<file path="config.mk">
export PLATFORM = sky130hd
export DESIGN_NAME = jump_ctrl
export DESIGN_NICKNAME = d
export VERILOG_FILES = /design/src/rtl/mips_pkg.sv /design/src/rtl/jump_hazard_detect.sv /design/src/rtl/jump_ctrl.sv
export SDC_FILE = /design/constraint.sdc
export NUM_CORES = 1
export LEC_CHECK = 0
export ABC_CLOCK_PERIOD_IN_PS = 2400
export CAP_MARGIN = 20
export CELL_PAD_IN_SITES_DETAIL_PLACEMENT = 0
export CELL_PAD_IN_SITES_GLOBAL_PLACEMENT = 2
export CORE_ASPECT_RATIO = 0.75
export CORE_UTILIZATION = 25
export CTS_BUF_LIST = sky130_fd_sc_hd__clkbuf_16
export DETAILED_ROUTE_END_ITERATION = 8
export HOLD_SLACK_MARGIN = 0.12
export PLACE_DENSITY = 0.78
export SLEW_MARGIN = 20
export SYNTH_ARGS = -nofsm -noshare
export SYNTH_HDL_FRONTEND = slang
export SYNTH_HIERARCHICAL = 1
export SYNTH_SLANG_ARGS = --single-unit
</file>
<file path="constraint.sdc">
create_clock -name i_clk -period 2.4 [get_ports i_clk]
set_clock_uncertainty 0.05 [all_clocks]
set_input_delay 0.36 -clock i_clk [delete_from_list [all_inputs] [get_ports i_clk]]
set_output_delay 0.36 -clock i_clk [all_outputs]
set_load 0.02 [all_outputs]
</file>
<file path="src/rtl/mips_pkg.sv">
// Shared definitions for the ID-stage jump controller.
// Holds the opcode/funct codes, the link register index, the FSM state
// encoding and a small decode helper for register-indirect jumps.
package mips_pkg;

    // Primary opcodes (instruction[31:26])
    localparam logic [5:0] OP_SPECIAL = 6'b000000;
    localparam logic [5:0] OP_J       = 6'b000010;
    localparam logic [5:0] OP_JAL     = 6'b000011;

    // SPECIAL funct codes (instruction[5:0])
    localparam logic [5:0] FN_JR      = 6'b001000;
    localparam logic [5:0] FN_JALR    = 6'b001001;

    // Link register used by JAL (and JALR when the jump unit selects it)
    localparam int LINK_REG_IDX = 31;

    // Jump controller FSM states
    typedef enum logic [1:0] {
        ST_IDLE     = 2'd0,
        ST_WAIT     = 2'd1,
        ST_REDIRECT = 2'd2
    } jump_state_t;

    // True for JR/JALR: the only jumps that read rs and can hazard
    function automatic logic is_reg_jump(input logic [5:0] opcode,
                                         input logic [5:0] funct);
        return (opcode == OP_SPECIAL) && ((funct == FN_JR) || (funct == FN_JALR));
    endfunction

endpackage : mips_pkg

</file>
<file path="src/rtl/jump_hazard_detect.sv">
// Combinational read-after-write hazard check for a source register read
// in ID. Flags a conflict with a register write in EX or a load in MEM.
// r0 never hazards. Kept separate so a branch controller can reuse it.
module jump_hazard_detect #(
    parameter int REG_ADDR = 5
) (
    input  logic                i_check_en,
    input  logic [REG_ADDR-1:0] i_rs,
    input  logic                i_ex_regwrite,
    input  logic [REG_ADDR-1:0] i_ex_rd,
    input  logic                i_mem_memread,
    input  logic [REG_ADDR-1:0] i_mem_rd,
    output logic                o_hazard
);

    logic w_rs_nonzero;
    logic w_ex_match;
    logic w_mem_match;

    assign w_rs_nonzero = (i_rs != '0);
    assign w_ex_match   = i_ex_regwrite && (i_ex_rd == i_rs);
    assign w_mem_match  = i_mem_memread && (i_mem_rd == i_rs);

    // Hazard only when the instruction actually reads rs and rs is live
    assign o_hazard = i_check_en && w_rs_nonzero && (w_ex_match || w_mem_match);

endmodule : jump_hazard_detect

</file>
<file path="src/rtl/jump_ctrl.sv">
// ID-stage jump sequencer (J, JAL, JR, JALR).
// Stalls JR/JALR while rs is being produced by EX or loaded in MEM,
// then issues a single-cycle PC redirect with IF/ID and ID/EX flushes and
// the link-register write strobe.
// Optional build macro: JUMP_CTRL_STATS_EN adds redirect/stall counters.
module jump_ctrl
    import mips_pkg::*;
#(
    parameter int DATA_WIDTH = 32,
    parameter int REG_ADDR   = 5,
    parameter int MAX_WAIT   = 4,
    parameter int SIZEOP     = 6
) (
    input  logic                  i_clk,
    input  logic                  i_reset,
    input  logic                  i_hold,
    input  logic                  i_valid_id,
    input  logic [DATA_WIDTH-1:0] i_instruccion,
    input  logic                  i_jump,
    input  logic                  i_return,
    input  logic                  i_rd_selector,
    input  logic [DATA_WIDTH-1:0] i_pcjump,
    input  logic [DATA_WIDTH-1:0] i_return_address,
    input  logic                  i_ex_regwrite,
    input  logic [REG_ADDR-1:0]   i_ex_rd,
    input  logic                  i_mem_memread,
    input  logic [REG_ADDR-1:0]   i_mem_rd,
    output logic                  o_pc_sel,
    output logic [DATA_WIDTH-1:0] o_pc_target,
    output logic                  o_stall,
    output logic                  o_flush_ifid,
    output logic                  o_flush_idex,
    output logic                  o_link_we,
    output logic [REG_ADDR-1:0]   o_link_addr,
    output logic [DATA_WIDTH-1:0] o_link_data,
    output logic                  o_timeout
`ifdef JUMP_CTRL_STATS_EN
    ,
    output logic [31:0]           o_jump_count,
    output logic [31:0]           o_stall_count
`endif
);

    localparam int CNT_W = $clog2(MAX_WAIT + 1);

    jump_state_t           r_state;
    logic [CNT_W-1:0]      r_wait_cnt;
    logic                  r_link_pend;
    logic                  r_timeout;
    logic [DATA_WIDTH-1:0] r_pc_target;
    logic [DATA_WIDTH-1:0] r_link_data;
    logic [REG_ADDR-1:0]   r_link_addr;

    logic [SIZEOP-1:0]     w_opcode;
    logic [SIZEOP-1:0]     w_funct;
    logic [REG_ADDR-1:0]   w_rs;
    logic [REG_ADDR-1:0]   w_rd;
    logic                  w_reg_jump;
    logic                  w_hazard;
    logic                  w_at_limit;
    logic                  w_take_idle;
    logic                  w_leave_wait;
    logic                  w_capture;
    logic                  w_in_redirect;
    logic                  w_unused;

    // Instruction field decode
    assign w_opcode   = i_instruccion[31 -: SIZEOP];
    assign w_funct    = i_instruccion[SIZEOP-1:0];
    assign w_rs       = i_instruccion[21 +: REG_ADDR];
    assign w_rd       = i_instruccion[11 +: REG_ADDR];
    assign w_reg_jump = is_reg_jump(w_opcode, w_funct);
    assign w_unused   = ^{i_instruccion[20:16], i_instruccion[10:6]};

    jump_hazard_detect #(
        .REG_ADDR (REG_ADDR)
    ) u_hazard (
        .i_check_en    (w_reg_jump),
        .i_rs          (w_rs),
        .i_ex_regwrite (i_ex_regwrite),
        .i_ex_rd       (i_ex_rd),
        .i_mem_memread (i_mem_memread),
        .i_mem_rd      (i_mem_rd),
        .o_hazard      (w_hazard)
    );

    // A stalled jump gives up waiting once the counter reaches MAX_WAIT
    assign w_at_limit   = (r_wait_cnt == CNT_W'(MAX_WAIT));
    assign w_take_idle  = (r_state == ST_IDLE) && i_valid_id && i_jump && !w_hazard;
    assign w_leave_wait = (r_state == ST_WAIT) && (!w_hazard || w_at_limit);
    assign w_capture    = !i_hold && (w_take_idle || w_leave_wait);

    // Sequencing FSM: IDLE -> (WAIT) -> REDIRECT -> IDLE, frozen while held
    always_ff @(posedge i_clk or negedge i_reset) begin
        if (!i_reset) begin
            r_state    <= ST_IDLE;
            r_wait_cnt <= '0;
            r_timeout  <= 1'b0;
        end else if (!i_hold) begin
            case (r_state)
                ST_IDLE: begin
                    if (i_valid_id && i_jump) begin
                        if (w_hazard) begin
                            r_state    <= ST_WAIT;
                            r_wait_cnt <= CNT_W'(1);
                        end else begin
                            r_state    <= ST_REDIRECT;
                        end
                    end
                end
                ST_WAIT: begin
                    if (!w_hazard) begin
                        r_state    <= ST_REDIRECT;
                        r_wait_cnt <= '0;
                    end else if (w_at_limit) begin
                        r_state    <= ST_REDIRECT;
                        r_wait_cnt <= '0;
                        r_timeout  <= 1'b1;
                    end else begin
                        r_wait_cnt <= r_wait_cnt + CNT_W'(1);
                    end
                end
                ST_REDIRECT: begin
                    // ID holds a wrong-path instruction here; never sample it
                    r_state <= ST_IDLE;
                end
                default: begin
                    r_state    <= ST_IDLE;
                    r_wait_cnt <= '0;
                end
            endcase
        end
    end

    // Capture jump target and link information on the cycle the jump is accepted
    always_ff @(posedge i_clk or negedge i_reset) begin
        if (!i_reset) begin
            r_pc_target <= '0;
            r_link_data <= '0;
            r_link_addr <= '0;
            r_link_pend <= 1'b0;
        end else if (w_capture) begin
            r_pc_target <= i_pcjump;
            r_link_data <= i_return_address;
            r_link_addr <= i_rd_selector ? REG_ADDR'(LINK_REG_IDX) : w_rd;
            r_link_pend <= i_return;
        end
    end

    // Redirect pulses come from the state register and are masked by hold
    assign w_in_redirect = (r_state == ST_REDIRECT) && !i_hold;
    assign o_pc_sel      = w_in_redirect;
    assign o_flush_ifid  = w_in_redirect;
    assign o_flush_idex  = w_in_redirect;
    assign o_link_we     = w_in_redirect && r_link_pend;
    assign o_stall       = (r_state == ST_WAIT);
    assign o_pc_target   = r_pc_target;
    assign o_link_addr   = r_link_addr;
    assign o_link_data   = r_link_data;
    assign o_timeout     = r_timeout;

`ifdef JUMP_CTRL_STATS_EN
    logic [31:0] r_jump_count;
    logic [31:0] r_stall_count;

    // Free-running event counters for redirects and hazard-wait cycles
    always_ff @(posedge i_clk or negedge i_reset) begin
        if (!i_reset) begin
            r_jump_count  <= '0;
            r_stall_count <= '0;
        end else if (!i_hold) begin
            if (r_state == ST_REDIRECT) begin
                r_jump_count <= r_jump_count + 32'd1;
            end
            if (r_state == ST_WAIT) begin
                r_stall_count <= r_stall_count + 32'd1;
            end
        end
    end

    assign o_jump_count  = r_jump_count;
    assign o_stall_count = r_stall_count;
`endif

endmodule : jump_ctrl

</file>
# Word level (Yosys, flattened, before mapping)
# Index checks and enable logic that the tools add are counted.
[op_classes] addsub=1 n_eq_ne=10 n_mux=11 bitwise_logic=2 n_reduce_logical=25
[op_table] op="logical AND 1 bit" n=13
[op_table] op="== test 6 x 4 -> 1 bit, second input constant" n=2
[op_table] op="2-to-1 mux 3 bit" n=4
[op_table] op="== test 5 bit" n=2
[op_table] op="case mux 3 bit (3 select lines)" n=1
[op_table] op="2-to-1 mux 2 bit" n=4
[op_table] op="AND reduction 4 bit" n=2
[op_table] op="zero test 6 bit" n=1
[op_table] op="2-to-1 mux 5 bit" n=1
[op_table] op="nonzero test 5 bit" n=1
[op_table] op="logical OR 1 bit" n=4
[op_table] op="case mux 2 bit (2 select lines)" n=1
[op_table] op="adder 3 x 1 -> 3 bit, second input constant" n=1
[op_table] op="== test 3 bit, second input constant" n=1
[op_table] op="inequality test 3 x 2 -> 1 bit, second input constant" n=1
[op_table] op="AND reduction 3 bit" n=1
[op_table] op="== test 2 x 1 -> 1 bit, second input constant" n=1
[op_table] op="== test 2 bit, second input constant" n=1
[op_table] op="zero test 1 bit" n=2
[op_table] op="zero test 2 bit" n=1
[op_table] op="inequality test 2 x 1 -> 1 bit, second input constant" n=1
[op_table] op="inequality test 2 bit, second input constant" n=1
[op_table] op="inverter 1 bit" n=2
[word_totals] reg_bits=76 inputBits=115 output_inout_bits=75 word_cells=56

# Logic depth before layout (Yosys ltp)
# Gate-level depths: netlist of run 1.
[depth] ltp_word=10 ltp_mapped=10 depth_no_buf=9

# Hierarchy
# Netlist of run 1, hierarchy kept.
[by_module_without_submodules] module="jump_ctrl" n_inst=1 cells_each=202 area_per_inst_um2=3402.0 seq_area_each_um2=1901.8
[by_module_without_submodules] module="jump_hazard_detect" n_inst=1 cells_each=17 area_per_inst_um2=133.9 seq_area_each_um2=0.0

# Least setup slack after synthesis of run 1
# Ideal clock, no wire load.
[synth_path] kind="input port to flip-flop" from="input port i_instruccion[28]" to="register r_link_data[0], in the netlist o_link_data[0]" setup_ns=0.125 t_arrival_ns=2.187 required_time_ns=2.225 setup_slack_ns=0.037 path_stages=10 path_buffers=1 cell_sequence="nor4_1 nand2_1 nor4b_1 o21ai_1 a21oi_1 a21bo_2 nand3b_4 nand2_8 buf_12 mux2_4"
[synth_via] elab_chain_cells=9 elab_cells_between_ends=10 cone_classes="reduce/logical: 10"
[synth_lines] element="from (decl)" line="jump_ctrl.sv:18" text="input logic [DATA_WIDTH-1:0] i_instruccion,"
[synth_lines] element="zero test 6 bit (*)" line="mips_pkg.sv:28" text="return (opcode == OP_SPECIAL) && ((funct == FN_JR) || (funct == FN_JALR));"
[synth_lines] element="logical AND 1 bit (*)" line="mips_pkg.sv:28"
[synth_lines] element="net w_reg_jump" line="jump_ctrl.sv:58" text="logic w_reg_jump;"
[synth_lines] element="logical AND 1 bit (*) (2 in series)" line="jump_hazard_detect.sv:25" text="assign o_hazard = i_check_en && w_rs_nonzero && (w_ex_match || w_mem_match);"
[synth_lines] element="net w_hazard" line="jump_ctrl.sv:59" text="logic w_hazard;"
[synth_lines] element="zero test 1 bit (*)"
[synth_lines] element="logical OR 1 bit" line="jump_ctrl.sv:90" text="assign w_leave_wait = (r_state == ST_WAIT) && (!w_hazard || w_at_limit);"
[synth_lines] element="logical AND 1 bit" line="jump_ctrl.sv:90"
[synth_lines] element="logical OR 1 bit (*)" line="jump_ctrl.sv:91" text="assign w_capture = !i_hold && (w_take_idle || w_leave_wait);"
[synth_lines] element="logical AND 1 bit (*)" line="jump_ctrl.sv:91"
[synth_lines] element="to (signal assigned)" line="jump_ctrl.sv:144" text="r_link_data <= i_return_address;"
[synth_lines] element="to (decl)" line="jump_ctrl.sv:51" text="logic [DATA_WIDTH-1:0] r_link_data;"
# The timed path passes the listed nets; every way through them passes the cells marked *.
# A chain may end at the register's enable or synchronous reset.

# Final worst setup path of run 1
[layout_path] from="input port i_mem_rd[4]" to="register r_pc_target[17], in the netlist o_pc_target[17]"
[layout_via] elab_chain_cells=9 elab_cells_between_ends=10 cone_classes="eq/ne: 1; reduce/logical: 9"
[layout_lines] element="from (decl)" line="jump_ctrl.sv:27" text="input logic [REG_ADDR-1:0] i_mem_rd,"
[layout_lines] element="== test 5 bit (*)" line="jump_hazard_detect.sv:22" text="assign w_mem_match = i_mem_memread && (i_mem_rd == i_rs);"
[layout_lines] element="logical AND 1 bit (*)" line="jump_hazard_detect.sv:22"
[layout_lines] element="logical OR 1 bit (*)" line="jump_hazard_detect.sv:25"
[layout_lines] element="logical AND 1 bit (*)" line="jump_hazard_detect.sv:25"
[layout_lines] element="net w_hazard" line="jump_ctrl.sv:59"
[layout_lines] element="zero test 1 bit (*)"
[layout_lines] element="logical OR 1 bit" line="jump_ctrl.sv:90"
[layout_lines] element="logical AND 1 bit" line="jump_ctrl.sv:90"
[layout_lines] element="logical OR 1 bit (*)" line="jump_ctrl.sv:91"
[layout_lines] element="logical AND 1 bit (*)" line="jump_ctrl.sv:91"
[layout_lines] element="to (signal assigned)" line="jump_ctrl.sv:143" text="r_pc_target <= i_pcjump;"
[layout_lines] element="to (decl)" line="jump_ctrl.sv:50" text="logic [DATA_WIDTH-1:0] r_pc_target;"
# Marks and branches as above.

==> metrics.md, run 1 <==
| Metric | Value |
|---|---|
| Min Clock Period, post-route | 2.334 ns |
| Leakage | 0.002684 uW |
| Synth Cell Area | 0.003536 mm^2 |
| Fmax | 428.5 MHz |
| Die width | 139.3 um |
| Worst stage delay on the critical path | 0.42 ns |
| Total Nets Final | 546 |
| Yosys warning count | 6 |
| Hold_sp | o_timeout |
| ANT nets after route | 0 |
| Switching pwr | 1352 uW |
| ANT cells | 0 |
| Hold Path Class | register to register |
| Routed via count | 2514 |
| Starting Density | 0.2572 |
| Worst setup SP type | input pin |
| Synth Register Bits | 76 |
| Reg clk slew, reported paths | 0.06 ns |
| Post-route cell area | 0.006147 mm^2 |
| Vias in the first global route | 2678 |
| Combinational power share | 0.348 |
| Grt ovf | 0 |
| Slew @ Worst Pin | 0.5432 ns |
| Reg2reg start | r_wait_cnt[0] |
| Wire per inst | 15.03 um |
| Share of cells above drive strength 1 | 0.3088 |
| First-pass GRT wire length | 14700 um |
| CP Cell Sequence | clkdlybuf4s50_1 > xor2_1 > nor4_2 > nand3_1 > a21oi_2 > a21bo_2 > nand3b_4 > nand2_8 > buf_12 > buf_12 > mux2_4 |
| Outcome | complete, no violations |
| CTS tree | yes |
| Final hold vios | 0 |
| Initial DRC Count | 42 |
| Clock Tree Buf Depth | 2 |
| Most frequent cells in the layout | clkdlybuf4s50_1, dfrtp_1, mux2_4 |
| Final WL | 9151 um |
| Maximum vdd ir drop | 0.3618 mV |
| Largest net degree at the start of global routing | 42 |
| CP Class | input pin to register |
| CP max stage cell | clkdlybuf4s50_1 |
| Final core utilization | 0.4471 |
| Switching Share | 0.2880 |
| Crit path max fanout | 6 |
| WHS | 0.4231 ns |
| Post-DP HPWL | 6385 um |
| Primary FF master, synth | dfrtp_1 |
| Critical Path RT | 2.56 ns |
| Post-Synthesis Cells | 219 |
| # port buffers | 178 |
| Filler cell count | 1217 |
| Pins over their slew limit | 0 |
| Std-Cell Core Area | 0.01375 mm^2 |
| Int Pwr | 3342 uW |
| Syn Nets | 336 |
| Placed Area | 0.005578 mm^2 |
| Synth async-reset ratio | 1.000 |
| CP startpoint | i_mem_rd[4] |
| Relative slew slack | 0.6379 |
| Fin crit share | 0.9723 |
| Total Routing Usage GR | 0.1303 |
| Combined buffer and inverter count along the critical path | 3 |
| Remaining DRCs | 0 |
| Initial antenna violation count | 0 |
| Synth-to-Final Area Change | 73.85% |
| Critical path's top delay family | buffers and inverters |
| Max cap viols | 0 |
| WP data arrival | 2.50 ns |
| Vias per cell | 4.128 |
| Clock Latency Late Sink | 0.32 ns |
| CTS Root Buffer Type | clkbuf_16 |
| Most common cell after layout, fill and taps aside | clkdlybuf4s50_1 |
| H-tree depth | 3 |
| Clk pwr share | 0.289 |
| Core Rows | 37 |
| Routability cong. | 0.7583 |
| Ports | 190 |
| Total power draw | 4694 uW |
| 1st-pass router iterations | 4 |
| CP dominant cell by count | buf_12 |
| Syn_area_per_cell | 16.15 um^2 |
| Pwr dens | 763.6 mW/mm^2 |
| CTS Buf Count | 9 |
| Sequential fraction of design power | 0.363 |
| Die area | 0.01463 mm^2 |
| Synth cell types | 37 |
| Setup violators final | 0 |
| Die Y-Extent | 105.0 um |
| Clock sinks | 76 |
| Seq/Total Area, Yosys | 0.5379 |
| Setup tns final | 0 ns |
| Post-synth EDFFs | 0 |
| Critical path endpoint category | register |
-- flip-flops by register name (all words and copies together), names as in the netlist --
signal       flops
r_wait_cnt       3
o_link_data     32
o_pc_target     32
o_timeout        1
o_link_addr      5
r_link_pend      1
r_state          2
-- final cells by class --
cell class / instances / area, um^2 / area share
Clock inverter: 7 / 75.07 / 0.01221
Multi-Input combinational cell: 126 / 1515 / 0.2465
Tap cell: 175 / 219.0 / 0.03562
Clock buffer: 9 / 225.2 / 0.03664
Timing Repair Buffer: 208 / 2180 / 0.3546
Inverter: 8 / 30.03 / 0.004885
Sequential cell: 76 / 1903 / 0.3096
-- synthesized netlist by cell type, types with 2 or more instances --
cell	instances	area [um^2]
mux2_4	64	960.9
nand2_1	4	15.01
nor4_1	4	25.02
buf_12	7	140.1
mux2i_1	5	50.05
nor2_1	6	22.52
ha_1	2	25.02
a21o_1	2	15.01
buf_4	2	15.01
a21oi_1	2	10.01
dfrtp_1	76	1902
o21ai_0	3	15.01
xor2_1	8	70.07
xnor2_1	2	17.52
inv_1	8	30.03
nor4_2	2	25.02
nand3_1	2	10.01
-- cells by family (layout without fill, tap and decap cells) --
kind of cell               count (synthesis)  in the layout  share of synthesized area
DFF                                       76             76                     0.5379
muxes                                     70             70                     0.2891
and+or+nand+nor                           31             32                    0.06334
buffers and inverters                     18            232                    0.05555
AOI/OAI and AO/OA                         12             12                    0.02229
xor gates and xnor gates                  10             10                    0.02477
adders and majority gates                  2              2                   0.007076
-- metrics by stage --
stage | cells | setup slack [ns]
2_1_floorplan | 219 | 0.03747
3_3_place_gp | 580 | -0.4857
3_5_place_dp | 580 | -0.5303
4_1_cts | 610 | 0.007288
5_1_grt | 609 | -0.005563
6_report | 609 | 0.06644
-- metal layers --
metal  up-vias  track usage  wire length [um]
met5         -            0                 0
met4         0      0.03095                52
met3         5      0.04995               771
met2        98       0.1967              4108
met1      1226       0.1745              4219
li1       1185            -                 -
-- worst paths after layout --
check	end	slack, ns	cells past startpoint
min in group asynchronous	o_pc_target[3]	0.50	2
hold reg to reg	o_timeout	0.42	1
setup / recovery	o_pc_target[17]	0.07	11
setup reg to reg	o_pc_target[17]	0.50	8
max in group asynchronous	o_link_data[27]	1.18	3
hold / removal	o_timeout	0.42	1
-- power by group through the flow --
stage | Clock, uW | Combinational, uW | Sequential, uW
floorplan | 0 | 459 | 2040
global placement | 0 | 1600 | 1720
detailed placement | 0 | 1610 | 1720
CTS | 1420 | 1640 | 1710
global route | 1460 | 1710 | 1740
finish | 1360 | 1630 | 1710
-- what timing repair did --
item / 4_1_cts / 5_1_grt
setup buffers: 9 / 0
setup endpoints to repair: 69 / 72
cloned: 5 / 0
endpoints found under the hold margin: 40 / 0
hold buffers: 1 / 0
pin swaps: 15 / 13
gates resized for setup: 34 / 28
Power figures use the tool's default switching activity.
==> inputs of run 2 (changes only) <==
--- a/config.mk
+++ b/config.mk
@@ -15,6 +15,7 @@
 export DETAILED_ROUTE_END_ITERATION = 8
 export HOLD_SLACK_MARGIN = 0.12
 export PLACE_DENSITY = 0.78
+export SKIP_CTS_REPAIR_TIMING = 1
 export SLEW_MARGIN = 20
 export SYNTH_ARGS = -nofsm -noshare
 export SYNTH_HDL_FRONTEND = slang
==> run 2 against run 1 <==
Compared with the run above: combinational power barely moved; largest cell class unchanged; worst hold slack about the same; sequential share of layout area is 0.070 points higher; cell count fell by 0.49%; first-iteration DRC count is 12% higher; die area is the same; global-route usage shrank 0.70 points; worst setup slack improved by 0.00087 ns; routed wire length rose by 1.5%; non-clock buffer count fell by 3; clock-buffer cell count is the same; largest power group unchanged.
==> metrics.md, run 2 (same netlist as run 1, synthesis figures left out) <==
| Metric | Value |
|---|---|
| Core Rows | 37 |
| Routability cong. | 0.7583 |
| Total Routing Usage GR | 0.1233 |
| Critical path endpoint category | register |
| Remaining DRCs | 0 |
| Final WL | 9285 um |
| Final core utilization | 0.4461 |
| CP Class | input pin to register |
| Reg2reg start | r_wait_cnt[0] |
| Wire per inst | 15.32 um |
| # port buffers | 178 |
| Vias in the first global route | 2566 |
| Grt ovf | 0 |
| Reg2Reg Depth | 7 |
| ANT nets after route | 0 |
| Outcome | complete, no violations |
| Pins over their slew limit | 0 |
| Clock Tree Buf Depth | 2 |
| Std-Cell Core Area | 0.01375 mm^2 |
| ANT cells | 0 |
| Critical Path RT | 2.56 ns |
| Pwr dens | 764.5 mW/mm^2 |
| Die width | 139.3 um |
| Min Clock Period, post-route | 2.333 ns |
| Slew @ Worst Pin | 0.5534 ns |
| Worst setup SP type | input pin |
| Setup crit end | o_pc_target[2] |
| Fmax | 428.7 MHz |
| Hold depth | 1 |
| Reg-to-reg slack, setup | 0.52 ns |
| Post-DP HPWL | 6385 um |
| Final hold vios | 0 |
| Crit path max fanout | 8 |
| Clock Latency Late Sink | 0.32 ns |
| Relative slew slack | 0.6310 |
| Max cap viols | 0 |
| CTS Buf Count | 9 |
| Setup violators final | 0 |
| Share of cells above drive strength 1 | 0.2877 |
| Maximum vdd ir drop | 0.3619 mV |
| Die area | 0.01463 mm^2 |
| WHS | 0.4233 ns |
| H-tree depth | 3 |
| Routed via count | 2529 |
| Most common cell after layout, fill and taps aside | clkdlybuf4s50_1 |
| Initial DRC Count | 47 |
| CP startpoint | i_mem_rd[1] |
| Initial antenna violation count | 0 |
| Vias per cell | 4.173 |
| Largest net degree at the start of global routing | 42 |
| Synth-to-Final Area Change | 73.46% |
| Clock sinks | 76 |
| Worst R2R End | o_pc_target[2] |
| Most frequent cells in the layout | clkdlybuf4s50_1, dfrtp_1, mux2_4 |
| Leakage | 0.002780 uW |
| Hold Path Class | register to register |
| Ports | 190 |
| Die Y-Extent | 105.0 um |
| CTS Root Buffer Type | clkbuf_16 |
| First-pass GRT wire length | 13920 um |
| Total Nets Final | 543 |
| Starting Density | 0.2572 |
| Fin crit share | 0.9720 |
| 1st-pass router iterations | 4 |
| Reg clk slew, reported paths | 0.06 ns |
| WP data arrival | 2.49 ns |
| CTS tree | yes |
==> run 2: cell count changes in the layout (fill, tap and decap cells not counted), sizes merged <==
cell           previous run  this run
clkdlybuf4s15             3         0
dlygate4sd2               5         0
clkbuf                   16        12
buf                      30        24
dlymetal6s2s              5        20
==> run 2: stage by stage <==
step | TNS (ns) | instance area, um^2 | instances | total power [uW] | worst slack (ns)
CTS | -10.23 | 5878 | 596 | 4738 | -0.1740
detailed placement | -36.31 | 5578 | 580 | 3327 | -0.5303
global route | -0.4613 | 6133 | 606 | 4904 | -0.02175
finish | 0 | 6133 | 606 | 4689 | 0.06732
floorplan | 0 | 3536 | 219 | 2498 | 0.03747
global placement | -33.71 | 5578 | 580 | 3322 | -0.4857
==> run 2: worst min-delay path by stage <==
stage / slack (ns) / from / to
finish: 0.42 / o_timeout / o_timeout
global route: 0.45 / o_timeout / o_timeout
detailed placement: 0.34 / i_reset / o_pc_target[12]
global placement: 0.33 / i_reset / o_pc_target[12]
floorplan: 0.01 / i_reset / o_link_addr[0]
CTS: -0.02 / i_reset / o_pc_target[12]
==> run 2: critical path, stage by stage <==
cell             delay, ns
clkdlybuf4s50_1       0.47
xor2_1                0.21
nor4_2                0.07
nand3_1               0.09
a21oi_2               0.06
buf_4                 0.15
nor4_4                0.21
nand3_2               0.18
nand2_8               0.20
clkbuf_16             0.19
mux2_4                0.29
==> run 2: routing by layer <==
metal	vias up	share of wire	global-route usage	wire, um
li1	1185	-	-	-
met2	100	0.45	0.1813	4163
met1	1239	0.47	0.1684	4354
met3	5	0.077	0.04720	714
met4	0	0.0056	0.03095	52
met5	-	0	0	0
==> run 2: cell type report <==
type / count / area (um^2)
Tap cell: 175 / 219.0
Timing Repair Buffer: 205 / 2178
Inverter: 8 / 30.03
Clock inverter: 7 / 75.07
Multi-Input combinational cell: 126 / 1503
Clock buffer: 9 / 225.2
Sequential cell: 76 / 1903
Fill cell: 1206 / 7616
==> run 2: report_power, final <==
part	internal [uW]	switching, uW	total [uW]
clock	809	555	1360
combinational	975	645	1620
sequential	1550	155	1710
total	3330	1350	4690
